File: src/rtl/arbiter_8_prior_pkg.sv
// Shared types and constants for the 8-requester priority arbiter.
// Imported by the top and by the rotating priority encoder.
package arbiter_8_prior_pkg;

  typedef enum logic [1:0] {
    ST_IDLE  = 2'd0,
    ST_GRANT = 2'd1,
    ST_GAP   = 2'd2
  } arb_state_t;

  localparam logic MODE_FIXED = 1'b0;
  localparam logic MODE_RR    = 1'b1;

  function automatic logic [7:0] onehot8(input logic [2:0] id);
    return 8'b1 << id;
  endfunction

endpackage

File: src/rtl/arbiter_8_prior_enc.sv
// Rotating highest-index priority encoder. In round-robin mode the request
// vector is rotated so req[rot-1] is searched first and req[rot] last.
module prio_enc_rot_8x3
  import arbiter_8_prior_pkg::*;
(
  input  logic [7:0] req,
  input  logic [2:0] rot,
  input  logic       mode,
  output logic [2:0] idx,
  output logic       any
);

  logic [2:0] rot_eff;
  logic [7:0] rotated;
  logic [2:0] enc;

  always_comb begin
    rot_eff = (mode == MODE_RR) ? rot : 3'd0;
    // bit j of rotated maps back to req[(j + rot_eff) mod 8]
    rotated = 8'(({req, req}) >> rot_eff);
    enc     = 3'd0;
    for (int i = 0; i < 8; i++) begin
      if (rotated[i]) enc = 3'(i);
    end
    idx = enc + rot_eff;
    any = |req;
  end

endmodule

File: src/rtl/arbiter_8_prior.sv
// 8-requester arbiter: fixed or round-robin priority, grant held while the
// owner keeps requesting, optional forced release after MAX_HOLD cycles.
//
// state    | meaning
// ---------+-------------------------------------------------------------
// ST_IDLE  | no owner, arbitrating every cycle
// ST_GRANT | owner gnt_id holds the resource, hold_cnt counts its cycles
// ST_GAP   | one dead cycle after release, arbitrating for the next owner
module arbiter_8_prior
  import arbiter_8_prior_pkg::*;
#(
  parameter int MAX_HOLD = 16,
  parameter int HOLD_W   = 5
) (
  input  logic       clk,
  input  logic       rst_n,
  input  logic [7:0] req,
  input  logic       mode,
  output logic [7:0] gnt,
  output logic [2:0] gnt_id,
  output logic       gnt_valid,
  output logic       preempt
);

  localparam logic [HOLD_W-1:0] HOLD_LIM = HOLD_W'(MAX_HOLD);
  localparam logic [HOLD_W-1:0] HOLD_SAT = '1;

  arb_state_t        state, state_nxt;
  logic [HOLD_W-1:0] hold_cnt, hold_cnt_nxt;
  logic [2:0]        last_id, last_id_nxt;
  logic              preempt_nxt;
  logic [2:0]        win_id;
  logic              win_any;

  prio_enc_rot_8x3 u_enc (
    .req  (req),
    .rot  (last_id),
    .mode (mode),
    .idx  (win_id),
    .any  (win_any)
  );

  always_comb begin
    state_nxt    = state;
    hold_cnt_nxt = hold_cnt;
    last_id_nxt  = last_id;
    preempt_nxt  = 1'b0;
    case (state)
      ST_IDLE, ST_GAP: begin
        if (win_any) begin
          state_nxt    = ST_GRANT;
          hold_cnt_nxt = HOLD_W'(1);
          last_id_nxt  = win_id;
        end else begin
          state_nxt = ST_IDLE;
        end
      end
      ST_GRANT: begin
        // owner dropping its request takes precedence over forced release
        if (!req[last_id]) begin
          state_nxt    = ST_GAP;
          hold_cnt_nxt = '0;
        end else if ((MAX_HOLD != 0) && (hold_cnt == HOLD_LIM)) begin
          state_nxt    = ST_GAP;
          hold_cnt_nxt = '0;
          preempt_nxt  = 1'b1;
        end else if (hold_cnt != HOLD_SAT) begin
          hold_cnt_nxt = hold_cnt + HOLD_W'(1);
        end
      end
      default: begin
        state_nxt    = ST_IDLE;
        hold_cnt_nxt = '0;
      end
    endcase
  end

  always_ff @(posedge clk or negedge rst_n) begin
    if (!rst_n) begin
      state     <= ST_IDLE;
      hold_cnt  <= '0;
      last_id   <= 3'd0;
      preempt   <= 1'b0;
      gnt       <= 8'd0;
      gnt_valid <= 1'b0;
    end else begin
      state     <= state_nxt;
      hold_cnt  <= hold_cnt_nxt;
      last_id   <= last_id_nxt;
      preempt   <= preempt_nxt;
      gnt       <= (state_nxt == ST_GRANT) ? onehot8(last_id_nxt) : 8'd0;
      gnt_valid <= (state_nxt == ST_GRANT);
    end
  end

  // the last owner index doubles as the mux select and the RR pointer
  assign gnt_id = last_id;

endmodule

File: config.mk
export PLATFORM = sky130hd
export DESIGN_NAME = arbiter_8_prior
export DESIGN_NICKNAME = d
export VERILOG_FILES = /design/src/rtl/arbiter_8_prior_pkg.sv /design/src/rtl/arbiter_8_prior_enc.sv /design/src/rtl/arbiter_8_prior.sv
export SDC_FILE = /design/constraint.sdc
export NUM_CORES = 1
export LEC_CHECK = 0
export CAP_MARGIN = 20
export CORE_MARGIN = 5
export CORE_UTILIZATION = 49
export CTS_BUF_LIST = sky130_fd_sc_hd__clkbuf_4
export DETAILED_ROUTE_END_ITERATION = 6
export PLACE_DENSITY_LB_ADDON = 0.08
export SYNTH_ARGS = -nofsm -noshare
export SYNTH_HDL_FRONTEND = slang
export SYNTH_SLANG_ARGS = --single-unit
File: constraint.sdc
create_clock -name clk -period 3.1 [get_ports clk]
set_clock_uncertainty 0.15 [all_clocks]
set_input_delay 0.775 -clock clk [delete_from_list [all_inputs] [get_ports clk]]
set_output_delay 0.775 -clock clk [all_outputs]
set_load 0.05 [all_outputs]
# Word level (Yosys, flattened, before mapping)
# Index checks and enable logic that the tools add are counted.
# classes
shift,2
multipliers,0
n_bitwise,0
addsub,2
eq_ne,7
reduce_logical,4
muxes,25
div_mod_pow,0
n_lt_le_gt_ge,1
# op_table
op,count
$mux W3,9
$mux W5,4
$shr A16 B3 Y8,1
$pmux W5 S2,1
$mux W8,1
$reduce_or A8 Y1,1
$shl A1 B3 Y8 const A,1
$mux W1,6
$add A5 B1 Y5 const B,1
$eq A5 B5 Y1 const B,1
$ne A5 B5 Y1 const B,1
$eq A2 B1 Y1 const B,2
$lt A3 B4 Y1 const B,1
$mux W2,2
$ne A4 B4 Y1 const B,1
$pmux W2 S2,1
$add A3 B3 Y3,1
$bmux W1 S3,1
$eq A2 B2 Y1 const B,1
$logic_not A2 Y1,1
$ne A2 B1 Y1 const B,1
$reduce_and A2 Y1,1
$reduce_or A2 Y1,1
# totals
ramBits,0
rom_bits,0
n_memories,0
latchBits,0
in_bits,11
ff_bits,20
word_cells,47
output_inout_bits,13

# Logic depth before layout (Yosys ltp)
# depth
ltp_word,14
depth_mapped,14
ltp_nobuf,12

# Hierarchy
# A second synthesis with hierarchy kept.
# hier_totals
cells_unflattened,175
hier_area_um2,1775.5
# modules_own_cells
mod,n_inst,area_per_inst_um2,seq_area_each_um2,cells_each
arbiter_8_prior,1,1148.6,500.5,107
prio_enc_rot_8x3,1,626.9,0.0,68

# Least setup slack after synthesis
# Ideal clock, no wire load.
# synth_timing
kind,input to register
start,in mode
end,reg gnt[5]
stages,12
arrival_time_ps,3316
path_buffers,0
slack_ps,-443
required_ps,2873
setup_time_ps,77
path_cell_list,nand2_2 -> mux4_1 -> o211ai_1 -> nand3_1 -> and3_1 -> o21ai_0 -> ha_1 -> inv_1 -> fa_1 -> xnor2_2 -> mux2_4 -> a21oi_1
# synth_between
elab_chain_len,14
# synth_lines
item,line,text
start: declaration,arbiter_8_prior.sv:18,"input logic mode,"
$mux W3 (*),arbiter_8_prior_enc.sv:18,rot_eff = (mode == MODE_RR) ? rot : 3'd0;
$shr A16 B3 Y8,arbiter_8_prior_enc.sv:20,"rotated = 8'(({req, req}) >> rot_eff);"
$mux W1,arbiter_8_prior_enc.sv:23,if (rotated[i]) enc = 3'(i);
$mux W3 (6 in a row),arbiter_8_prior_enc.sv:23,
$add A3 B3 Y3 (*),arbiter_8_prior_enc.sv:25,idx = enc + rot_eff;
$mux W3 (*),arbiter_8_prior.sv:50,if (win_any) begin
$mux W3 (*),arbiter_8_prior.sv:48,case (state)
$shl A1 B3 Y8 (*),arbiter_8_prior_pkg.sv:15,return 8'b1 << id;
$mux W8 (*),arbiter_8_prior.sv:91,gnt <= (state_nxt == ST_GRANT) ? onehot8(last_id_nxt) : 8'd0;
end signal: assignment,arbiter_8_prior.sv:91,
end: declaration,arbiter_8_prior.sv:19,"output logic [7:0] gnt,"
# Mark *: on every way between the ends. The rest lies on a longest branch, timed or not.
# A chain may end at the register's enable or synchronous reset.

# Final worst setup path
# layout_timing
start,in req[1]
end,reg gnt[5]
# layout_between
elab_chain_len,13
word_cells_on_any_way,20
classes_between,1 x add/sub; 1 x eq/ne; 2 x shift; 15 x mux; 1 x reduce/logical
# layout_lines
item,line,text
start: declaration,arbiter_8_prior.sv:17,"input logic [7:0] req,"
$shr A16 B3 Y8,arbiter_8_prior_enc.sv:20,
$mux W1,arbiter_8_prior_enc.sv:23,
$mux W3 (6 in a row),arbiter_8_prior_enc.sv:23,
$add A3 B3 Y3,arbiter_8_prior_enc.sv:25,
$mux W3,arbiter_8_prior.sv:50,
$mux W3,arbiter_8_prior.sv:48,
$shl A1 B3 Y8,arbiter_8_prior_pkg.sv:15,
$mux W8 (*),arbiter_8_prior.sv:91,
# Mark *: on every way between the ends. The rest lies on a longest branch, timed or not. The select of a mux whose other input is x is not followed.

==> insert_results.sql <==
INSERT INTO impl_metrics (metric_group, metric, value, unit) VALUES
('worst_setup_path', 'critical_path.startpoint', 'req[1]', ''),
('clocking', 'worst_setup_hold_path_clk_slew', '110', 'ps'),
('clocking', 'cts.hold.buffers_added', '0', ''),
('grt', 'gr-usage-met1', '23.7', '%'),
('die', 'die_w', '63.4', 'um'),
('place', 'place_congestion', '0.875', ''),
('cells_and_area', 'areaGrowthSynthToFinish', '43.9', '%'),
('cells_and_area', 'final_core_utilization', '73.0', '%'),
('drt', 'post-route-drc-count', '0', ''),
('timing', 'fin_ws', '-181', 'ps'),
('run_status', 'failed_checks', 'setup timing', ''),
('synthesis', 'ys.warnings.count', '0', ''),
('timing', 'worstMarginPinSlew', '515', 'ps'),
('die', 'rows', '19', ''),
('cells_and_area', 'most_common_cell_after_layout_fill_and_taps_aside', 'sky130_fd_sc_hd__buf_4', ''),
('cells_and_area', 'stdcell_area', '2010', 'um2'),
('worst_hold_path', 'min_from', 'hold_cnt[3]', ''),
('cells_and_area', 'n_antenna_cell', '0', ''),
('die', 'io_pins', '24', ''),
('worst_setup_path', 'rr_endpoint', 'gnt[5]', ''),
('synthesis', 'syn_area_per_cell', '9.71', 'um2'),
('worst_setup_path', 'critical_path_arrival', '3370', 'ps'),
('timing', 'max_freq', '0.305', 'GHz'),
('worst_setup_path', 'worst-path-max-fanout', '5', ''),
('clocking', 'clock_tree.buffer_depth', '2', ''),
('timing', 'slew_headroom', '65.5', '%'),
('grt', 'grt_use_met3', '2.66', '%'),
('power', 'vdd.ir_drop.worst', '0.000822', 'V'),
('grt', 'grt.total_usage', '19.1', '%'),
('clocking', 'clk-insertion-delay-late', '300', 'ps'),
('drt', 'remaining_antenna_violation_count', '0', ''),
('timing', 'post-route-min-period', '3280', 'ps'),
('synthesis', 'ys_seq_elements', '20', ''),
('worst_hold_path', 'holdCritPathClass', 'reg -> reg', ''),
('timing', 'period_share', '106', '%'),
('timing', 'worst_hold_slack', '363', 'ps'),
('grt', 'first_global_vias', '1381', ''),
('drt', 'num_vias', '1325', ''),
('clocking', 'cts_max_level', '1', ''),
('clocking', 'cts_inserted_buffers', '3', ''),
('worst_setup_path', 'worst_setup_path_start_kind', 'input pin', ''),
('worst_setup_path', 'worst-r2r-cell-count', '12', ''),
('synthesis', 'syn-instance-count', '144', ''),
('run_status', 'outcome', 'finished, violations left', ''),
('place', 'dpl.cell_count', '219', ''),
('grt', 'gr-max-usage-layer', 'met2', ''),
('timing', 'setup-violations-final', '9', ''),
('synthesis', 'syn-num-nets', '160', ''),
('grt', 'grt_remaining_overflow', '0', ''),
('synthesis', 'count_of_distinct_cell_types_in_the_synthesized_netlist', '36', ''),
('cells_and_area', 'drive_gt1_share', '39.3', '%'),
('worst_setup_path', 'launching_point_of_the_worst_reg2reg_path', 'gnt_id[0]', ''),
('timing', 'grt_setup_unrepaired', 'true', ''),
('grt', 'pin_count_of_the_biggest_net_entering_global_routing', '21', ''),
('die', 'effective_utilization_at_floorplan', '50.7', '%'),
('cells_and_area', 'design.final.nets', '218', ''),
('cells_and_area', 'seqCellArea', '503', 'um2'),
('flow_run', 'cap_viol_max_count', '0', ''),
('place', 'pre_cts_slack', '-980', 'ps'),
('worst_hold_path', 'hold-path-cell-count', '1', ''),
('die', 'die_h', '63.4', 'um'),
('timing', 'drv_slew', '0', ''),
('drt', 'iteration_0_drc_count_of_the_detailed_router', '65', ''),
('grt', 'number_of_antenna_violations_at_the_first_check_in_global_routing', '0', ''),
('timing', 'final.setup.tns', '-1400', 'ps'),
('power', 'totalPowerFinal', '2.02', 'mW'),
('place', 'postPlaceCellArea', '1860', 'um2'),
('drt', 'drt-vias-per-instance', '5.71', ''),
('worst_hold_path', 'worstHoldEndpoint', 'hold_cnt[3]', ''),
('grt', 'grt_use_met2', '34.0', '%'),
('place', 'dp_hpwl', '2.86', 'mm');
cell usage after synthesis:
cell | instances | area [um2]
sky130_fd_sc_hd__a21bo_2 | 1 | 10.0
sky130_fd_sc_hd__a21oi_1 | 12 | 60.1
sky130_fd_sc_hd__a22oi_2 | 1 | 12.5
sky130_fd_sc_hd__a31oi_1 | 2 | 12.5
sky130_fd_sc_hd__and2_1 | 2 | 12.5
sky130_fd_sc_hd__and3_1 | 4 | 25.0
sky130_fd_sc_hd__buf_2 | 2 | 10.0
sky130_fd_sc_hd__buf_6 | 2 | 22.5
sky130_fd_sc_hd__clkbuf_1 | 1 | 3.75
sky130_fd_sc_hd__dfrtp_1 | 20 | 500
sky130_fd_sc_hd__fa_1 | 1 | 20.0
sky130_fd_sc_hd__ha_1 | 4 | 50.1
sky130_fd_sc_hd__inv_1 | 10 | 37.5
sky130_fd_sc_hd__mux2_4 | 1 | 15.0
sky130_fd_sc_hd__mux2i_1 | 6 | 60.1
sky130_fd_sc_hd__mux4_1 | 4 | 105
sky130_fd_sc_hd__mux4_2 | 3 | 67.6
sky130_fd_sc_hd__nand2_1 | 19 | 71.3
sky130_fd_sc_hd__nand2_2 | 2 | 12.5
sky130_fd_sc_hd__nand2b_1 | 3 | 18.8
sky130_fd_sc_hd__nand3_1 | 8 | 40.0
sky130_fd_sc_hd__nand4_1 | 3 | 18.8
sky130_fd_sc_hd__nand4_2 | 1 | 12.5
sky130_fd_sc_hd__nor2_1 | 8 | 30.0
sky130_fd_sc_hd__nor3_1 | 4 | 20.0
sky130_fd_sc_hd__nor4_1 | 4 | 25.0
sky130_fd_sc_hd__o211ai_1 | 1 | 7.51
sky130_fd_sc_hd__o211ai_2 | 1 | 12.5
sky130_fd_sc_hd__o21ai_0 | 6 | 30.0
sky130_fd_sc_hd__o22a_1 | 1 | 8.76
sky130_fd_sc_hd__o22ai_1 | 1 | 6.26
sky130_fd_sc_hd__o31ai_1 | 1 | 7.51
sky130_fd_sc_hd__o32a_1 | 1 | 10.0
sky130_fd_sc_hd__o41ai_1 | 2 | 17.5
sky130_fd_sc_hd__or3b_2 | 1 | 8.76
sky130_fd_sc_hd__xnor2_2 | 1 | 16.3
flip-flops by register name, summed over array words and instances, names as in the netlist:
name and cells:
gnt_valid 1, gnt_id 3, hold_cnt 5, gnt 8, preempt 1, state 2
critical path: stages:
cell and delay (ps):
sky130_fd_sc_hd__dlygate4sd2_1 280, sky130_fd_sc_hd__mux2i_1 190, sky130_fd_sc_hd__or3b_2 470, sky130_fd_sc_hd__o211ai_2 90, sky130_fd_sc_hd__o21ai_1 90, sky130_fd_sc_hd__o21ai_2 140
sky130_fd_sc_hd__ha_2 180, sky130_fd_sc_hd__inv_2 40, sky130_fd_sc_hd__fa_2 390, sky130_fd_sc_hd__xnor2_4 200, sky130_fd_sc_hd__mux2_4 360, sky130_fd_sc_hd__a21oi_2 140
routing by layer:
layer / part of all wire (%) / up-vias
li1: - / 649
met1: 41 / 627
met2: 53 / 47
met3: 5.5 / 2
met4: 1.1 / 0
met5: 0 / -
cell families (layout without fill, tap and decap cells):
| kind of cell | after synthesis | in the layout | synth area share, % |
|---|---|---|---|
| AND/OR/NAND/NOR | 59 | 59 | 21.1 |
| AO/OA/AOI/OAI | 30 | 30 | 14.0 |
| flip-flops | 20 | 20 | 35.8 |
| buffers and inverters | 15 | 72 | 5.28 |
| multiplexers | 14 | 14 | 17.7 |
| adder cells (fa/ha/maj) | 5 | 5 | 5.01 |
| XOR/XNOR | 1 | 1 | 1.16 |
where the power goes:
group	total, mW	switching [mW]	internal, mW
clock network	0.126	0.0794	0.0469
registers	0.411	0.0639	0.347
logic	1.49	0.820	0.668
worst max path at each step:
stage                  end  slack, ps  depth (start not counted)
floorplan           gnt[4]       -230                         12
global placement    gnt[1]       -890                         14
detailed placement  gnt[1]       -980                         14
CTS                 gnt[6]       -350                         14
global route        gnt[7]       -330                         13
finish              gnt[5]       -180                         12
timing repair:
item,CTS,global route
gates resized for setup,19,21
setup buffers,10,0
pin swaps,9,14
endpoints found under the setup margin,11,10
area by class of cell:
cell class | count | area share [%]
Multi-Input combinational cell | 109 | 46.0
Sequential cell | 20 | 25.0
Timing Repair Buffer | 58 | 23.7
Inverter | 10 | 2.05
Tap cell | 31 | 1.93
Clock buffer | 3 | 1.12
Clock inverter | 1 | 0.186
Note: power is estimated with default switching activity, not from simulation.
